$ cat src/rtl/rv32i_types.sv
// Shared RV32I pipeline types: control word carried down the pipe and the
// stall/flush sequencer state.
package rv32i_types;

  typedef enum logic [1:0] {
    PC_BOTH  = 2'd0,
    PC_IDONE = 2'd1,
    PC_DDONE = 2'd2
  } pipeline_ctrl_state_t;

  typedef struct packed {
    logic       reg_write;
    logic       mem_read;
    logic       mem_write;
    logic       mem_to_reg;
    logic       alu_src;
    logic       branch;
    logic       jump;
    logic [3:0] alu_op;
  } rv32i_control_word;

endpackage

$ cat src/rtl/load_use_detect.sv
// Combinational load-use compare between the load in ID/EX and the IF/ID
// source operands; x0 never creates a dependency.
module load_use_detect (
  input  logic       memread,
  input  logic [4:0] rd,
  input  logic [4:0] rs1,
  input  logic [4:0] rs2,
  output logic       hazard
);

  assign hazard = memread && (rd != 5'd0) && ((rd == rs1) || (rd == rs2));

endmodule

$ cat src/rtl/pipeline_ctrl.sv
// Stall/flush sequencer for the five-stage pipeline: freezes on outstanding
// memory accesses, inserts load-use bubbles and squashes on mispredict.
module pipeline_ctrl
  import rv32i_types::*;
#(
  parameter int CNT_W = 32
) (
  input  logic             clk,
  input  logic             rst,
  input  logic             imem_resp,
  input  logic             dmem_resp,
  input  logic             mem_req,
  input  logic             id_ex_memread,
  input  logic [4:0]       id_ex_rd,
  input  logic [4:0]       if_id_rs1,
  input  logic [4:0]       if_id_rs2,
  input  logic             br_mispredict,
  output logic             imem_read,
  output logic             load_pc,
  output logic             load_if_id,
  output logic             load_id_ex,
  output logic             load_ex_mem,
  output logic             load_mem_wb,
  output logic             flush_if_id,
  output logic             flush_id_ex,
  output logic [CNT_W-1:0] stall_cnt,
  output logic [CNT_W-1:0] bubble_cnt,
  output logic [CNT_W-1:0] flush_cnt
);

  pipeline_ctrl_state_t state_reg, state_next;
  logic hazard, i_ok, d_ok, advance, do_bubble, do_flush;

  load_use_detect u_load_use (
    .memread (id_ex_memread),
    .rd      (id_ex_rd),
    .rs1     (if_id_rs1),
    .rs2     (if_id_rs2),
    .hazard  (hazard)
  );

  // A done state stands in for the response that already arrived.
  assign i_ok      = imem_resp || (state_reg == PC_IDONE);
  assign d_ok      = !mem_req || dmem_resp || (state_reg == PC_DDONE);
  assign advance   = !rst && i_ok && d_ok;
  assign imem_read = !rst && (state_reg != PC_IDONE);
  assign do_flush  = advance && br_mispredict;
  assign do_bubble = advance && hazard && !br_mispredict;

  always_comb begin
    state_next = state_reg;
    if (advance) begin
      state_next = PC_BOTH;
    end else if (state_reg == PC_BOTH) begin
      if (imem_resp)
        state_next = PC_IDONE;
      else if (mem_req && dmem_resp)
        state_next = PC_DDONE;
    end
  end

  always_comb begin
    load_pc     = advance && !do_bubble;
    load_if_id  = advance && !do_bubble;
    load_id_ex  = advance;
    load_ex_mem = advance;
    load_mem_wb = advance;
    flush_if_id = do_flush;
    flush_id_ex = do_flush || do_bubble;
  end

  always_ff @(posedge clk or posedge rst) begin
    if (rst) begin
      state_reg  <= PC_BOTH;
      stall_cnt  <= '0;
      bubble_cnt <= '0;
      flush_cnt  <= '0;
    end else begin
      state_reg <= state_next;
      if (!advance)
        stall_cnt <= stall_cnt + CNT_W'(1);
      if (do_bubble)
        bubble_cnt <= bubble_cnt + CNT_W'(1);
      if (do_flush)
        flush_cnt <= flush_cnt + CNT_W'(1);
    end
  end

endmodule

$ cat config.mk
export PLATFORM = sky130hd
export DESIGN_NAME = pipeline_ctrl
export DESIGN_NICKNAME = d
export VERILOG_FILES = /design/src/rtl/rv32i_types.sv /design/src/rtl/load_use_detect.sv /design/src/rtl/pipeline_ctrl.sv
export SDC_FILE = /design/constraint.sdc
export NUM_CORES = 1
export LEC_CHECK = 0
export CAP_MARGIN = 20
export CORE_MARGIN = 1
export CORE_UTILIZATION = 30
export CTS_BUF_LIST = sky130_fd_sc_hd__clkbuf_16
export DETAILED_ROUTE_END_ITERATION = 16
export MAX_ROUTING_LAYER = met4
export PLACE_DENSITY = 0.56
export SETUP_SLACK_MARGIN = 0.1
export SLEW_MARGIN = 20
export SYNTH_ARGS = -nofsm -noshare
export SYNTH_HDL_FRONTEND = slang
export SYNTH_SLANG_ARGS = --single-unit
$ cat constraint.sdc
create_clock -name clk -period 4.3 [get_ports clk]
set_clock_uncertainty 0.1 [all_clocks]
set_input_delay 0.86 -clock clk [delete_from_list [all_inputs] [get_ports clk]]
set_output_delay 0.86 -clock clk [all_outputs]
set_load 0.02 [all_outputs]
==> metrics.md, run 1 <==
| Metric | Value |
|---|---|
| Core area | `0.0151 mm2` |
| Hold Startpoint | `stall_cnt[31]$_DFFE_PP0N_` |
| Post-synth top flop | `dfrtp_1` |
| # diodes | `0` |
| Yosys warns | `0` |
| Synthesis-to-layout area growth | `37.9%` |
| Ratio of cells with drive above 1 in the final layout | `5.72%` |
| IO Count | `126` |
| Syn Std Cell Area | `0.00463 mm2` |
| Endpoints failing hold | `0` |
| Clock tree buffer depth | `2` |
| Element type at the critical path start | `input port` |
| Nets | `580` |
| Number of enable flip-flop cells after synthesis | `0` |
| Final Max Slew Viols | `0` |
| Pwr Density | `373 mW/mm2` |
| Die Width | `126 um` |
| H-Tree Depth | `3` |
| Maximum vdd drop | `0.000220 V` |
| Post-route setup TNS | `0 ps` |
| Iter 0 DRT Violations | `145` |
| Final setup vio count | `0` |
| Required time of the critical path | `3340 ps` |
| Period Utilization, post-route | `95.1%` |
| Most used cell, CP | `clkdlybuf4s50_1` |
| Initial antenna violation count | `0` |
| Area leader, netlist | `dfrtp_1` |
| Die Ht | `126 um` |
| Max cap viols | `0` |
| Reg2Reg Depth | `6` |
| DIE AREA | `0.0159 mm2` |
| ANT nets after route | `0` |
| Vias in the first global route | `3630` |
| Row cnt | `45` |
| Fin crit period | `4090 ps` |
| R2R Setup Slk | `1860 ps` |
| Post-CTS Repair Setup Buffers | `0` |
| Residual DRC count | `0` |
| RSZ-0062 raised after global routing | `false` |
| Slew HR | `50.6%` |
| HP Class | `reg -> reg` |
| Crit-path slowest cell | `clkdlybuf4s50_1` |
| TritonCTS buffer count | `9` |
| Initial Util | `30.5%` |
| GRT overflow | `0` |
| Synth cell types | `38` |
| CTS Sinks | `98` |
| Status | `finished clean` |
| Sequential area share after synthesis | `53.0%` |
| Leakage power | `2.67 nW` |
| DP Area | `0.00608 mm2` |
| Reg2reg start | `state_reg[1]$_DFFE_PP0P_` |
| Least-Margin Pin Slew | `734 ps` |
| Synth top area cells | `dfrtp_1, xnor2_1, xor2_1` |
| Post-synth ARST share | `100%` |
| Share of the synthesized area in the top cell type | `53.0%` |
| IO Port Bufs | `125` |
| Mapped Nets | `452` |
| Final hold slack | `365 ps` |
| Buf+Inv Stages, Crit Path | `2` |
| F_max | `245 MHz` |
| Mapped Cells | `427` |
| Worst skew pair latency | `340 ps` |
| Clk pin slew, worst setup/hold paths | `70 ps` |
| Crit path kind | `in -> out` |
| Clk Tree Root Cell | `clkbuf_16` |
| Filler Cells Inserted | `1455` |
| CP top delay family | `buffers and inverters` |
| Crit path DAT | `3130 ps` |
| Worst Setup End Kind | `output port` |
| Design area | `0.00638 mm2` |
| Global-route usage over all layers | `14.8%` |
| CTS tree | `built` |
| Number of synthesized register bits | `98` |
| First-pass GRT wire length | `18200 um` |
| Final Routed Wirelength | `10600 um` |
| Hold_buf cts | `0` |
| Crit-path max FO | `5` |
| Syn_area_per_cell | `10.8 um2` |
| DR vias/cell | `4.75` |
| Post-DP HPWL | `7690 um` |
| Top Registers | `bubble_cnt x32, flush_cnt x32, stall_cnt x32` |
| DR WL/cell | `14.2 um` |
| Cells along the critical path | `clkdlybuf4s50_1, or4_1, o21ai_1, nor2b_2, a21oi_1, clkdlybuf4s50_1` |
| First drt pass iteration count | `4` |
| Synth cell count leaders | `dfrtp_1, xnor2_1, nand3_1` |
| Most frequent cell after synthesis | `dfrtp_1` |
| Slowest cell delay on critical path | `630 ps` |
| Hold depth | `1` |
| Pin count of the biggest net entering global routing | `41` |
| Via count | `3549` |
| Routability Congestion | `0.749` |
| Hold endpoint | `stall_cnt[31]$_DFFE_PP0N_` |
| Reg2reg end | `bubble_cnt[21]$_DFFE_PP0P_` |
[cells by family (layout without fill, tap and decap cells)]
kind of cell,after synthesis,count (layout),synth area share (%)
AOI/OAI and AO/OA,10,10,1.57
muxes,2,2,0.487
DFF,98,98,53.0
adders and majority gates,3,3,0.811
xor gates and xnor gates,103,103,19.5
buffers and inverters,24,156,2.46
and+or+nand+nor,187,187,22.2
[placed cells by master, fill, tap and decap left out, types with 3 or more instances in the layout]
| master | instances |
|---|---|
| and3_1 | 24 |
| and4_1 | 10 |
| buf_4 | 4 |
| clkbuf_16 | 9 |
| clkdlybuf4s50_1 | 125 |
| dfrtp_1 | 98 |
| ha_1 | 3 |
| inv_1 | 11 |
| nand2_1 | 38 |
| nand3_1 | 40 |
| nand4_1 | 18 |
| nor2_1 | 21 |
| nor3_1 | 16 |
| nor4_1 | 3 |
| or4_1 | 3 |
| xnor2_1 | 72 |
| xor2_1 | 31 |
[worst max-delay path by stage]
| stage | cells after the start | start | to | slack (ps) |
|---|---|---|---|---|
| 6_report | 6 | id_ex_rd[0] | load_if_id | 210 |
| 5_1_grt | 6 | id_ex_rd[0] | load_if_id | 120 |
| 3_5_place_dp | 6 | id_ex_rd[0] | load_if_id | 120 |
| 2_1_floorplan | 1 | rst | bubble_cnt[0]$_DFFE_PP0P_ | 780 |
| 3_3_place_gp | 6 | id_ex_rd[0] | load_pc | 180 |
| 4_1_cts | 6 | id_ex_rd[0] | load_if_id | 210 |
[report_power, final]
part	internal (mW)	switching (mW)	total [mW]
Clock	0.451	0.356	0.807
Combinational	0.237	0.245	0.482
Sequential	0.997	0.0948	1.09
Total	1.68	0.696	2.38
[per-stage QoR]
step	power [mW]	instances	utilization, %	setup WS, ps
3_5_place_dp	1.60	732	40.2	117
6_report	2.38	747	42.1	212
4_1_cts	2.43	747	42.1	214
2_1_floorplan	1.36	427	-	778
3_3_place_gp	1.58	732	40.2	175
5_1_grt	2.52	747	42.1	123
[layer usage]
layer	wire length, um	vias up	track usage [%]
li1	-	1710	-
met1	4920	1724	18.8
met2	4880	106	22.4
met3	674	9	4.93
met4	128	0	3.97
met5	0	-	-
[area by class of cell]
type | count | area [um2] | area share, %
flip-flops and latches | 98 | 2450 | 38.4
multi-input cells | 305 | 2070 | 32.4
repair buffers | 129 | 1280 | 20.1
well taps | 188 | 235 | 3.69
clock buffers | 9 | 225 | 3.53
clock inverters | 6 | 68.8 | 1.08
inverters | 12 | 47.5 | 0.745
[repair_timing]
item | 4_1_cts | 5_1_grt
cloned | 0 | 0
endpoints found under the setup margin | 1 | 2
hold endpoints to repair | 0 | 0
resized for setup | 1 | 1
(Power assumes the default switching activity.)
==> run 2: changes to the inputs <==
Settings changed: CTS_CLUSTER_SIZE set to 8.
==> results of run 2 <==
The final DEF is identical to that of run 1; final timing and power are the same.
